### config.mk
export PLATFORM = sky130hd
export DESIGN_NAME = pipe_scroller
export DESIGN_NICKNAME = d
export VERILOG_FILES = /design/src/rtl/pipe_scroller.sv
export SDC_FILE = /design/constraint.sdc
export NUM_CORES = 1
export LEC_CHECK = 0
export ABC_AREA = 1
export BUFFER_PORTS_ARGS = -buffer_cell sky130_fd_sc_hd__buf_2
export CORE_UTILIZATION = 45
export DETAILED_ROUTE_END_ITERATION = 7
export GPL_TIMING_DRIVEN = 0
export PLACE_DENSITY = 0.77
export SLEW_MARGIN = 20
export SYNTH_ARGS = -nofsm -noshare
export SYNTH_HDL_FRONTEND = slang
export SYNTH_SLANG_ARGS = --single-unit
### constraint.sdc
create_clock -name clk -period 2 [get_ports clk]
set_clock_uncertainty 0.2 [all_clocks]
set_input_delay 0.4 -clock clk [delete_from_list [all_inputs] [get_ports clk]]
set_output_delay 0.4 -clock clk [all_outputs]
set_load 0.05 [all_outputs]
### src/rtl/pipe_scroller.sv
// pipe_scroller: scrolls the single pipe obstacle left once per frame,
// respawns it with an LFSR-derived gap height and keeps a saturating score.
module pipe_scroller #(
    parameter int          SCREEN_WIDTH  = 640,
    parameter int          SCREEN_HEIGHT = 480,
    parameter int          PIPE_WIDTH    = 50,
    parameter int          PIPE_GAP      = 100,
    parameter int          PIPE_SPEED    = 2,
    parameter int          GAP_Y_MIN     = 40,
    parameter int          GAP_Y_MAX     = 340,
    parameter int          BIRD_X        = 100,
    parameter logic [15:0] LFSR_SEED     = 16'hACE1
) (
    input  logic       clk,
    input  logic       reset,
    input  logic       restart,
    input  logic       play,
    input  logic       frame_tick,
    output logic [9:0] pipe_x,
    output logic [8:0] pipe_y,
    output logic       pipe_valid,
    output logic       pipe_passed,
    output logic [7:0] score
);

    // Parameter sanity, caught at elaboration.
    if (PIPE_SPEED < 1 || PIPE_SPEED > 15) begin : g_bad_speed
        $error("PIPE_SPEED must be 1..15");
    end
    if (GAP_Y_MAX + PIPE_GAP > SCREEN_HEIGHT) begin : g_bad_gap
        $error("gap does not fit on screen");
    end
    if (2 * (GAP_Y_MAX - GAP_Y_MIN + 1) <= 511) begin : g_bad_span
        $error("gap span too small for a single fold");
    end
    if (LFSR_SEED == 16'h0000) begin : g_bad_seed
        $error("LFSR_SEED must be nonzero");
    end

    localparam logic [9:0]  RESPAWN_X = 10'(SCREEN_WIDTH);
    localparam logic [9:0]  SPEED_X   = 10'(PIPE_SPEED);
    localparam logic [10:0] WIDTH_X   = 11'(PIPE_WIDTH);
    localparam logic [10:0] BIRD_EDGE = 11'(BIRD_X);
    localparam logic [8:0]  GAP_MIN   = 9'(GAP_Y_MIN);
    localparam logic [8:0]  GAP_SPAN  = 9'(GAP_Y_MAX - GAP_Y_MIN);
    localparam logic [8:0]  GAP_RANGE = 9'(GAP_Y_MAX - GAP_Y_MIN + 1);

    typedef enum logic [1:0] {
        IDLE,
        SCROLL,
        HOLD
    } state_t;

    state_t      state;
    logic [15:0] lfsr;
    logic        lfsr_fb;
    logic [8:0]  gap_r;
    logic [8:0]  gap_y;
    logic [9:0]  step_x;
    logic [10:0] old_edge;
    logic [10:0] new_edge;
    logic        respawn;
    logic        crossed;

    // LFSR feedback, gap folding and the next-step geometry.
    always_comb begin
        lfsr_fb  = lfsr[15] ^ lfsr[13] ^ lfsr[12] ^ lfsr[10];
        gap_r    = lfsr[8:0];
        if (gap_r > GAP_SPAN) begin
            gap_r = gap_r - GAP_RANGE;
        end
        gap_y    = GAP_MIN + gap_r;
        respawn  = pipe_x < SPEED_X;
        step_x   = pipe_x - SPEED_X;
        old_edge = {1'b0, pipe_x} + WIDTH_X;
        new_edge = {1'b0, step_x} + WIDTH_X;
        crossed  = (old_edge >= BIRD_EDGE) && (new_edge < BIRD_EDGE);
    end

    // Free-running LFSR; only a hard reset reseeds it.
    always_ff @(posedge clk) begin
        if (reset) begin
            lfsr <= LFSR_SEED;
        end else begin
            lfsr <= {lfsr[14:0], lfsr_fb};
        end
    end

    // Game FSM with registered pipe position, pass pulse and score.
    always_ff @(posedge clk) begin
        if (reset || restart) begin
            state       <= IDLE;
            pipe_x      <= RESPAWN_X;
            pipe_y      <= GAP_MIN;
            pipe_valid  <= 1'b0;
            pipe_passed <= 1'b0;
            score       <= 8'd0;
        end else begin
            pipe_passed <= 1'b0;
            unique case (state)
                IDLE: begin
                    if (play) begin
                        state      <= SCROLL;
                        pipe_x     <= RESPAWN_X;
                        pipe_y     <= gap_y;
                        pipe_valid <= 1'b1;
                    end
                end
                SCROLL: begin
                    if (!play) begin
                        state <= HOLD;
                    end else if (frame_tick) begin
                        if (respawn) begin
                            pipe_x <= RESPAWN_X;
                            pipe_y <= gap_y;
                        end else begin
                            pipe_x <= step_x;
                            if (crossed) begin
                                pipe_passed <= 1'b1;
                                if (score != 8'hFF) begin
                                    score <= score + 8'd1;
                                end
                            end
                        end
                    end
                end
                HOLD: begin
                    if (play) begin
                        state <= SCROLL;
                    end
                end
                default: begin
                    state <= IDLE;
                end
            endcase
        end
    end

endmodule

==> results_dict.tcl <==
set metrics [dict create \
    timing.rr.start "pipe_x[2]" \
    grt_pass1_wl_um 9250 \
    run_status "finished, violations left" \
    hold_class "primary input to flip-flop" \
    regToRegSetupSlack_ns -0.05 \
    synth_largest_area_cell "dfxtp_1" \
    multi_input_area_um2 1500 \
    critPathTopFamily "simple AND/OR/NAND/NOR gates" \
    finalSetupViolCount 12 \
    grt_usage_pct 19.5 \
    holdPathStages 2 \
    clock-sinks 46 \
    diodes 0 \
    m1WireLength_um 2680 \
    path_buf_inv 2 \
    fmax_mhz 487 \
    cts.path.max_buffers 2 \
    antenna_found_initial 0 \
    slowest_delay_ns 0.37 \
    wl_met2_um 2830 \
    total_power_uw 1910 \
    cts_buffers 5 \
    firstDrtPassIters 4 \
    top_layer "met4" \
    drt-total-wl_um 5790 \
    final_hold_viol_count 0 \
    grt_pass1_vias 2129 \
    min_period_ns 2.05 \
    rows 26 \
    place_area_um2 2810 \
    ir_drop_mv 0.459 \
    dp_hpwl_um 3870 \
    synth_area_um2 2500 \
    synth_area_leaders "dfxtp_1, nand2_1, nor2_1" \
    fp.coreArea_um2 5240 \
    ys_seq_elements 46 \
    drive_gt1_share_pct 32.1 \
    ioPinCount 34 \
    wl_met3_um 200 \
    violations "negative setup slack" \
    port_buffers 32 \
    drt_iter0_markers 126 \
    start_util_pct 47.8 \
    worst_ep_required_time_ns 1.97 \
    clk_pin_slew_ns 0.08 \
    period_share_pct 103 \
    synth_most_common_cell "nand2_1" \
    syn-num-nets 373 \
    area_delta_synth_final_pct 26.4 \
    rsz0062_at_grt "yes" \
    synth.distinct_cells 31 \
    design_area_um2 3160 \
    min_to "state[1]" \
    worst_ep_arrival_time_ns 2.02 \
    fill_cells 464 \
    drc 0 \
    synth_area_per_cell_um2 6.89 \
    ys.flop_type "dfxtp_1" \
    gp_congestion 0.841 \
    worstSkewPairLatency_ns 0.30 \
    crit_path_cell_trace "buf_4 -> nor2_4 -> nand2_2 -> inv_1 -> nand3_1 -> nand2_2 -> nand2_1 -> nand2_1 -> nand3_2 -> nor2_4 -> nand3_2 -> nand2_1 -> a21oi_2" \
    h-tree-depth 2 \
    viasPerCell 4.91 \
    dieHeight_um 76.6 \
    slew_headroom_pct 65.0 \
    min_from "play" \
    r2r_end "score[1]" \
    leakagePower_uw 0.00153 \
    synth_edf_count 0 \
    ant_nets 0 \
    synth_top_area_share_pct 36.8 \
    grt_start_max_net_pins 14 \
    vias 2405 \
    crit_path_end_kind "flip-flop" \
    synthArstFlopShare_pct 0 \
    slew_viol_final 0 \
    cap_violations 0 \
    yosysSeqAreaShare_pct 36.8 \
    cts_root_buf "clkbuf_8" \
    ff2ff_path_depth 13 \
    synthTopCellsByCount "nand2_1, dfxtp_1, nor2_1" \
    die-area_um2 5860 \
    tritoncts "done" \
    wl_per_cell_um 11.8 \
    path_common_cell "nand2_1" \
    crit_slowest_cell "dfxtp_4" \
    layout.nets 429 \
    tightest_slew_ns 0.525 \
    criticalPathCategory "flip-flop to flip-flop" \
    syn_inst 363 \
    fin_setup_tns_ns -0.360 \
    seq_area_um2 941 \
    die_w_um 76.6 \
    overflow 0 \
    powerDensity_nw_per_um2 602 \
    finalWorstSetupSlack_ns -0.0539 \
    holdWs_ns 0.122 \
    path_max_fanout 6 \
    start_kind "flip-flop" \
    ys.warnings.count 0 \
]
==> layer usage <==
layer | vias to the layer above | global-route usage (%)
met5 | - | 0
met4 | 0 | 6.92
met3 | 10 | 3.35
met2 | 44 | 34.0
met1 | 1089 | 24.1
li1 | 1262 | -
==> worst max path at each step <==
stage / from / to / slack [ns] / cells after the start
4_1_cts: pipe_x[2] / score[6] / -0.04 / 15
6_report: pipe_x[2] / score[1] / -0.05 / 13
3_3_place_gp: lfsr[0] / pipe_y[7] / -0.15 / 16
5_1_grt: pipe_x[4] / score[1] / -0.22 / 11
2_1_floorplan: pipe_x[1] / score[6] / -0.04 / 14
3_5_place_dp: lfsr[0] / pipe_y[7] / -0.19 / 16
==> sequential cells by signal, indices dropped and copies added, names as in the netlist <==
register     flops
pipe_valid       1
state            2
pipe_y           9
pipe_x           9
score            8
lfsr            16
pipe_passed      1
==> cell families after synthesis <==
kind of cell,after synthesis,share of synthesized area (%)
AND/OR/NAND/NOR,186,34.2
buffers and inverters,58,9.80
XOR/XNOR,17,5.95
AO/OA/AOI/OAI,50,10.6
other,1,0.150
flip-flops,46,36.8
adder cells (fa/ha/maj),5,2.50
==> where the power goes <==
group / switching, uW / internal [uW]
sequential: 24.4 / 949
clock: 299 / 279
combinational: 224 / 129
total: 548 / 1360
==> cells in the final DEF (no fill, tap or decap), drive strengths merged <==
master  synthesis  routed
o211a           1       1
dfxtp          46      46
nand4           9       9
nor4            2       2
clkbuf          4      11
nand2          90      90
a22oi           1       1
buf             5      54
xor2           15      15
conb            1       1
ha              5       5
o21ai          21      21
nand3          27      27
or2             4       4
inv            49      49
nor3            3       3
o211ai          1       1
a21oi          25      25
o22ai           1       1
xnor2           2       2
nor2           51      51
clkinv          0       1
==> metrics by stage <==
step / cells / setup WS, ns / utilization (%)
floorplan: 363 / -0.0413 / -
global placement: 465 / -0.147 / 53.6
detailed placement: 465 / -0.193 / 53.6
CTS: 484 / -0.0359 / 57.6
global route: 490 / -0.221 / 60.4
finish: 490 / -0.0539 / 60.4
==> timing repair <==
| action | CTS | global route |
|---|---|---|
| resized for setup | 12 | 30 |
| cloned | 0 | 1 |
| setup buffers | 11 | 5 |
| endpoints found under the setup margin | 13 | 18 |
| hold buffers | 0 | 0 |
| hold endpoints to repair | 0 | 0 |
| pin swaps | 7 | 8 |
==> layout make-up <==
cell class,instances,area share (%)
tap,70,2.77
clock inverter,1,0.158
buffer,9,2.02
inverter,49,6.05
timing repair buffer,49,9.21
clock buffer,7,2.73
sequential,46,29.7
multi-input combinational,259,47.3
Note: power is estimated with default switching activity, not from simulation.
